`config.mk`:
```
export PLATFORM = sky130hd
export DESIGN_NAME = fetch_ctrl
export DESIGN_NICKNAME = d
export VERILOG_FILES = /design/src/rtl/fetch_ctrl.sv
export SDC_FILE = /design/constraint.sdc
export NUM_CORES = 1
export LEC_CHECK = 0
export ABC_CLOCK_PERIOD_IN_PS = 2800
export BUFFER_PORTS_ARGS = -buffer_cell sky130_fd_sc_hd__buf_2
export CAP_MARGIN = 20
export CORE_MARGIN = 2
export CORE_UTILIZATION = 48
export CTS_CLUSTER_SIZE = 20
export DETAILED_ROUTE_END_ITERATION = 12
export PLACE_DENSITY = 0.9
export SETUP_SLACK_MARGIN = 0.4
export SLEW_MARGIN = 5
export SYNTH_ARGS = -nofsm -noshare
export SYNTH_HDL_FRONTEND = slang
export SYNTH_SLANG_ARGS = --single-unit
```
`constraint.sdc`:
```
create_clock -name clk -period 2.8 [get_ports clk]
set_input_delay 0.42 -clock clk [delete_from_list [all_inputs] [get_ports clk]]
set_output_delay 0.42 -clock clk [all_outputs]
set_load 0.02 [all_outputs]
```
`src/rtl/fetch_ctrl.sv`:
```
// fetch_ctrl: IF-stage fetch engine (valid/ready request, valid response bus, held word to IF/ID).
// Optional FETCH_CTRL_MISALIGN_CHECK_EN faults misaligned redirect targets without a bus request.
module fetch_ctrl #(
    parameter int              XLEN     = 64,
    parameter logic [XLEN-1:0] RESET_PC = XLEN'(64'h8000_0000),
    parameter logic [31:0]     NOP_INST = 32'h0000_0013
) (
    input  logic            clk,
    input  logic            rst_n,
    input  logic            fetch_ctrl_inst_valid_i,
    input  logic            fetch_ctrl_dont_fetch_i,
    input  logic            fetch_ctrl_if_flush_i,
    input  logic            fetch_ctrl_redirect_i,
    input  logic [XLEN-1:0] fetch_ctrl_redirect_pc_i,
    output logic            fetch_ctrl_req_valid_o,
    input  logic            fetch_ctrl_req_ready_i,
    output logic [XLEN-1:0] fetch_ctrl_req_addr_o,
    input  logic            fetch_ctrl_rsp_valid_i,
    input  logic [31:0]     fetch_ctrl_rsp_data_i,
    input  logic            fetch_ctrl_rsp_err_i,
    output logic            fetch_ctrl_fetched_ok_o,
    output logic [XLEN-1:0] fetch_ctrl_pc_o,
    output logic [31:0]     fetch_ctrl_inst_o,
    output logic            fetch_ctrl_inst_nop_o,
    output logic            fetch_ctrl_fault_o
);
    typedef enum logic [1:0] {S_IDLE, S_REQ, S_WAIT, S_HOLD} state_t;

    state_t          state, state_nx;
    logic [XLEN-1:0] pc;
    logic [31:0]     inst_r;
    logic            fault;
    logic            advance;
    logic            misalign;

    assign advance = state == S_HOLD && fetch_ctrl_inst_valid_i;

`ifdef FETCH_CTRL_MISALIGN_CHECK_EN
    assign misalign = fetch_ctrl_redirect_i && |fetch_ctrl_redirect_pc_i[1:0];
`else
    assign misalign = 1'b0;
`endif

    always_ff @(posedge clk) begin
        state <= !rst_n ? S_IDLE : state_nx;
    end

    always_comb begin
        state_nx = state == S_IDLE ? S_REQ :
                   state == S_REQ  ? (fetch_ctrl_req_ready_i ? S_WAIT : S_REQ) :
                   state == S_WAIT ? (fetch_ctrl_rsp_valid_i ? S_HOLD : S_WAIT) :
                   !fetch_ctrl_inst_valid_i || misalign ||
                   (!fetch_ctrl_redirect_i && fetch_ctrl_dont_fetch_i) ? S_HOLD : S_REQ;
    end

    // redirect beats dont_fetch; a faulted misaligned target skips the bus entirely
    always_ff @(posedge clk) begin
        if (!rst_n) begin
            pc     <= RESET_PC;
            inst_r <= NOP_INST;
            fault  <= 1'b0;
        end else if (state == S_WAIT && fetch_ctrl_rsp_valid_i) begin
            inst_r <= fetch_ctrl_rsp_err_i ? NOP_INST : fetch_ctrl_rsp_data_i;
            fault  <= fetch_ctrl_rsp_err_i;
        end else if (advance && fetch_ctrl_redirect_i) begin
            pc     <= fetch_ctrl_redirect_pc_i;
            inst_r <= NOP_INST;
            fault  <= misalign;
        end else if (advance && !fetch_ctrl_dont_fetch_i) begin
            pc     <= pc + XLEN'(4);
            fault  <= 1'b0;
        end
    end

    always_comb begin
        fetch_ctrl_req_valid_o  = state == S_REQ;
        fetch_ctrl_fetched_ok_o = state == S_HOLD;
        fetch_ctrl_inst_nop_o   = !fetch_ctrl_fetched_ok_o || fetch_ctrl_if_flush_i || fault;
        fetch_ctrl_inst_o       = fetch_ctrl_inst_nop_o ? NOP_INST : inst_r;
        fetch_ctrl_req_addr_o   = pc;
        fetch_ctrl_pc_o         = pc;
        fetch_ctrl_fault_o      = fault;
    end
endmodule

```
* After elaboration in Yosys (flattened, before gate mapping)
Index checks and enable logic that the tools add are counted.
Word-level totals: bits of input ports 105, logic and storage cells 44, register bits after elaboration 99, output and inout port bits 164
Operators by class: equality and inequality tests 3, reduce and logical (&&, ||, !) cells 18, $add $sub $neg 1, bitwise operators 2, multiplexer cells 15
Operator list (count):
- 2-to-1 mux 32 bit | 4
- 2-to-1 mux 64 bit | 2
- adder 64 x 3 -> 64 bit (second input constant) | 1
- 2-to-1 mux 2 bit | 4
- logical AND 1 bit | 5
- 2-to-1 mux 1 bit | 5
- equality test 2 bit (second input constant) | 2
- zero test 1 bit | 4
- nonzero test 2 bit | 2
- logical OR 1 bit | 3
- nonzero test 3 bit | 1
- equality test 2 x 1 -> 1 bit (second input constant) | 1
- zero test 2 bit | 1
- inverter 1 bit | 2
- AND reduction 2 bit | 1
- OR reduction 2 bit | 1

* Depth between registers and ports, before layout
word-level depth 7, depth in mapped cells 8, depth with buffers taken out 7

* Least setup slack after synthesis
Ideal clock, no wire load.
kind flip-flop to flip-flop, from register pc[2] (netlist: fetch_ctrl_pc_o[2]), to register pc[32] (netlist: fetch_ctrl_pc_o[32]), required time 2.672 ns, stages on the path, launching flop included 8, clock period less this slack 2.545 ns, slack 0.255 ns, buffers on the path 0, data arrival time 2.417 ns, setup time 0.128 ns, cell sequence dfxtp_1 -> ha_1 -> nand3_2 -> or4_4 -> nor4_1 -> mux2_2 -> a222oi_1 -> nor2_1
Between the ends: longest elaborated chain between the ends 3
Ends and longest elaborated chain:
- from (decl) | RTL line 30 | logic [XLEN-1:0] pc;
- from (signal assigned) | RTL line 66 | pc <= fetch_ctrl_redirect_pc_i;
- from (signal assigned) | RTL line 70 | pc <= pc + XLEN'(4);
- adder 64 x 3 -> 64 bit | RTL line 70
- 2-to-1 mux 64 bit | RTL line 69 | end else if (advance && !fetch_ctrl_dont_fetch_i) begin
- 2-to-1 mux 64 bit | RTL line 65 | end else if (advance && fetch_ctrl_redirect_i) begin
No other way between the ends. The select of a mux whose other input is x is not followed. A chain may end at the register's enable or synchronous reset.

* Worst setup path after layout
from register state[1], to output port fetch_ctrl_inst_o[12]
Between the ends: longest elaborated chain between the ends 5
Ends and longest elaborated chain:
- from (decl) | RTL line 29 | state_t state, state_nx;
- from (signal assigned) | RTL line 45 | state <= !rst_n ? S_IDLE : state_nx;
- equality test 2 bit | RTL line 77 | fetch_ctrl_fetched_ok_o = state == S_HOLD;
- zero test 1 bit | RTL line 78 | fetch_ctrl_inst_nop_o = !fetch_ctrl_fetched_ok_o || fetch_ctrl_if_flush_i || fault;
- logical OR 1 bit (2 in series) | RTL line 78
- 2-to-1 mux 32 bit | RTL line 79 | fetch_ctrl_inst_o = fetch_ctrl_inst_nop_o ? NOP_INST : inst_r;
- to (decl) | RTL line 23 | output logic [31:0] fetch_ctrl_inst_o,
No other way between the ends.

==> metrics.md <==
| Metric | Value |
|---|---|
| Outcome | `finished, final reports clean` |
| WL/cell | `18.6 um` |
| Worst Path Required | `around 2.4 ns` |
| Hold Crit Class | `input port to flop` |
| Clk slew on worst S/H paths | `approximately 0.070 ns` |
| Critical-path cell list | `nand2_1, nor3_2, buf_6, and2_1, buf_2` |
| Yosys warnings | `0` |
| FFs w/ async S/R, synth | `0%` |
| Post-DP HPWL | `~15000 um` |
| Mapped cell area | `6020 sq um` |
| Crit-path max FO | `28` |
| Initial antenna violation count | `1` |
| Final wirelength | `21200 um` |
| Core ar. | `12100 sq um` |
| Initial DRC Count | `754` |
| Cell Pwr Density | `408 nW/um^2` |
| Max_cap viols | `0` |
| Critical path's top delay family | `simple AND/OR/NAND/NOR gates` |
| Crit path capture type | `primary output` |
| Synth top area share | `32.9%` |
| Critical path class | `flop to primary output` |
| Post-Syn Instances | `slightly below 800` |
| Layout area overhead | `25.7%` |
| Largest stage delay, worst path | `about 0.45 ns` |
| Post-Synth Adder-Cell Area | `0.208%` |
| RSZ-0062 raised after global routing | `no` |
| Residual DRC | `0` |
| TritonCTS clock tree | `built` |
| GRT Residual Overflow | `0` |
| Pre-Repair DR Iteration Count | `5` |
| Nets | `1072` |
| Sequential area share after synthesis | `32.9%` |
| Worst slew pin tran | `0.677 ns` |
| Average cell area after synthesis | `7.78 sq um` |
| Simple-Gate Fraction of Synth Area | `30.6%` |
| Slowest-stage cell, CP | `dfxtp_1` |
| Setup TNS | `0 ns` |
| P_leak | `0.00335 uW` |
| Post-synth EDFFs | `0` |
| Layout cells sized above 1 | `36.3%` |
| Routability cong. | `0.977` |
| Ranking of synthesized cells by area | `dfxtp_1 33%, buf_4 8.1%, nor2_1 5.1%` |
| Vias per cell | `6.16` |
| Initial core utilization | `49.7%` |
| Die Ht | `116 um` |
| Total power | `3090 uW` |
| CTS root buffer | `clkbuf_16` |
| Post-synthesis mux area share | `1.18%` |
| Post-synth top area cell | `dfxtp_1` |
| All-Layer GR Usage | `30.9%` |
| Die footprint | `13500 sq um` |
| Top-Level Pins | `269` |
| Synth Area in XOR/XNOR | `0.291%` |
| First-pass GRT wire length | `32600 um` |
| Most common flop cell mapped by yosys | `dfxtp_1` |
| Antenna-violating nets left | `0` |
| Compound-gate portion of the synthesized area | `23.1%` |
| Yosys reg bits | `99` |
| CP startpoint kind | `flop` |
| Max clock buf depth | `2` |
| Synthesized net count | `880` |
| Fin area | `7570 sq um` |
| Worst skew pair latency | `0.35 ns` |
| Port Buffers | `roughly 270` |
| Area after DPL | `7130 sq um` |
| Largest family of logic cells by synthesized area | `simple AND/OR/NAND/NOR gates` |
| Chip Width | `116 um` |
| Final Max Tran Viols | `0` |
| Row count | `40` |
| Slew HR | `54.7%` |
| Crit path buffers/inverters | `2` |
| Commonest non-fill, non-tap cell in the layout | `buf_2` |
| Max Fclk | `433 MHz` |
| Setup violators final | `0` |
| H-tree levels | `3` |
| CTS Sinks | `99` |
| Fill count | `1091` |
| Most frequent cells in the layout | `268 x buf_2, 92 x dfxtp_1, 77 x nor2_1` |
| Vias in the first global route | `6303` |
| Total CTS buffers | `9` |
| Clk_skew | `0.00558 ns` |
| Largest net degree at the start of global routing | `40` |
| CP arrival | `~1.9 ns` |
| Tcrit/Tclk final | `between 80 and 90%` |
| Yosys cell types | `71` |
| Total number of vias | `7027` |
| Final hold vios | `0` |
| VDD IR max | `297 uV` |
| Final Critical Period | `2.31 ns` |
[area by class of cell]
cell class                      instances  area, sq um  area share (%)
Clock buffer                           12          256            3.39
Clock inverter                          4         72.6           0.958
Sequential cell                        99         2000            26.4
Multi-Input combinational cell        554         3450            45.6
Tap cell                              168          210            2.78
Inverter                               11         41.3           0.545
Timing Repair Buffer                  291         1540            20.4
Antenna cell                            1         2.50          0.0330
[synthesized netlist by cell type (12+ instances only)]
cell       n
a211oi_1  13
a21oi_1   33
a22oi_1   31
a311oi_1  14
and2_1    38
and3_1    24
buf_4     65
clkbuf_1  40
dfxtp_1   99
nand2_1   59
nand3_1   26
nand4_1   16
nor2_1    82
nor3_1    24
nor4_1    12
o21ai_0   44
[per-layer routing]
metal	part of all wire [%]	routed length (um)	vias up	global-route usage, %
met3	12	2450	63	8.16
met1	38	8100	3266	38.1
met2	47	9940	510	50.0
li1	-	-	3188	-
met5	0	0	-	0
met4	3.6	758	0	15.2
[where the power goes]
part           leakage (uW)  switching (uW)  internal, uW
clock network      0.000159             556           832
logic               0.00238             156           103
registers          0.000803            20.4          1420
[what timing repair did]
item	4_1_cts	5_1_grt
setup buffers	1	1
endpoints found under the setup margin	5	43
gates cloned	0	0
hold buffers	0	0
resized for setup	2	18
pin swaps	1	4
[cells by family after synthesis]
family,count (synthesis)
DFF,99
adders and majority gates,1
buffers and inverters,121
muxes,7
and+or+nand+nor,338
xor gates and xnor gates,2
AOI/OAI and AO/OA,206
[worst min-delay path, delay by kind of cell]
kind | cells | cell delay [ns]
simple gates | 1 | 0.06
compound gates | 1 | 0.07
buf+inv | 1 | 0.07
[stage by stage]
stage	cells	hold WS (ns)	utilization [%]	setup WS [ns]
final	1140	0.304	62.5	0.492
after CTS	1138	0.290	61.8	0.405
after global routing	1139	0.305	62.5	0.392
after floorplan	774	0.432	-	0.403
after detailed placement	1121	0.456	58.9	0.382
after global placement	1121	0.451	58.9	0.415
[flip-flops by register name, indices dropped and copies added, names as in the netlist]
name,count
fetch_ctrl_pc_o,64
inst_r,32
fetch_ctrl_fault_o,1
state,2
[worst paths after layout]
| path | from | end | slack [ns] | cells after the start |
|---|---|---|---|---|
| worst max-delay path | state[1] | fetch_ctrl_inst_o[12] | 0.49 | 5 |
| worst min-delay path | fetch_ctrl_rsp_data_i[4] | inst_r[4] | 0.30 | 3 |
| worst max register to register | fetch_ctrl_pc_o[6] | fetch_ctrl_pc_o[59] | 0.49 | 6 |
| worst min register to register | fetch_ctrl_pc_o[1] | fetch_ctrl_pc_o[1] | 0.47 | 2 |
(Power assumes the default switching activity.)
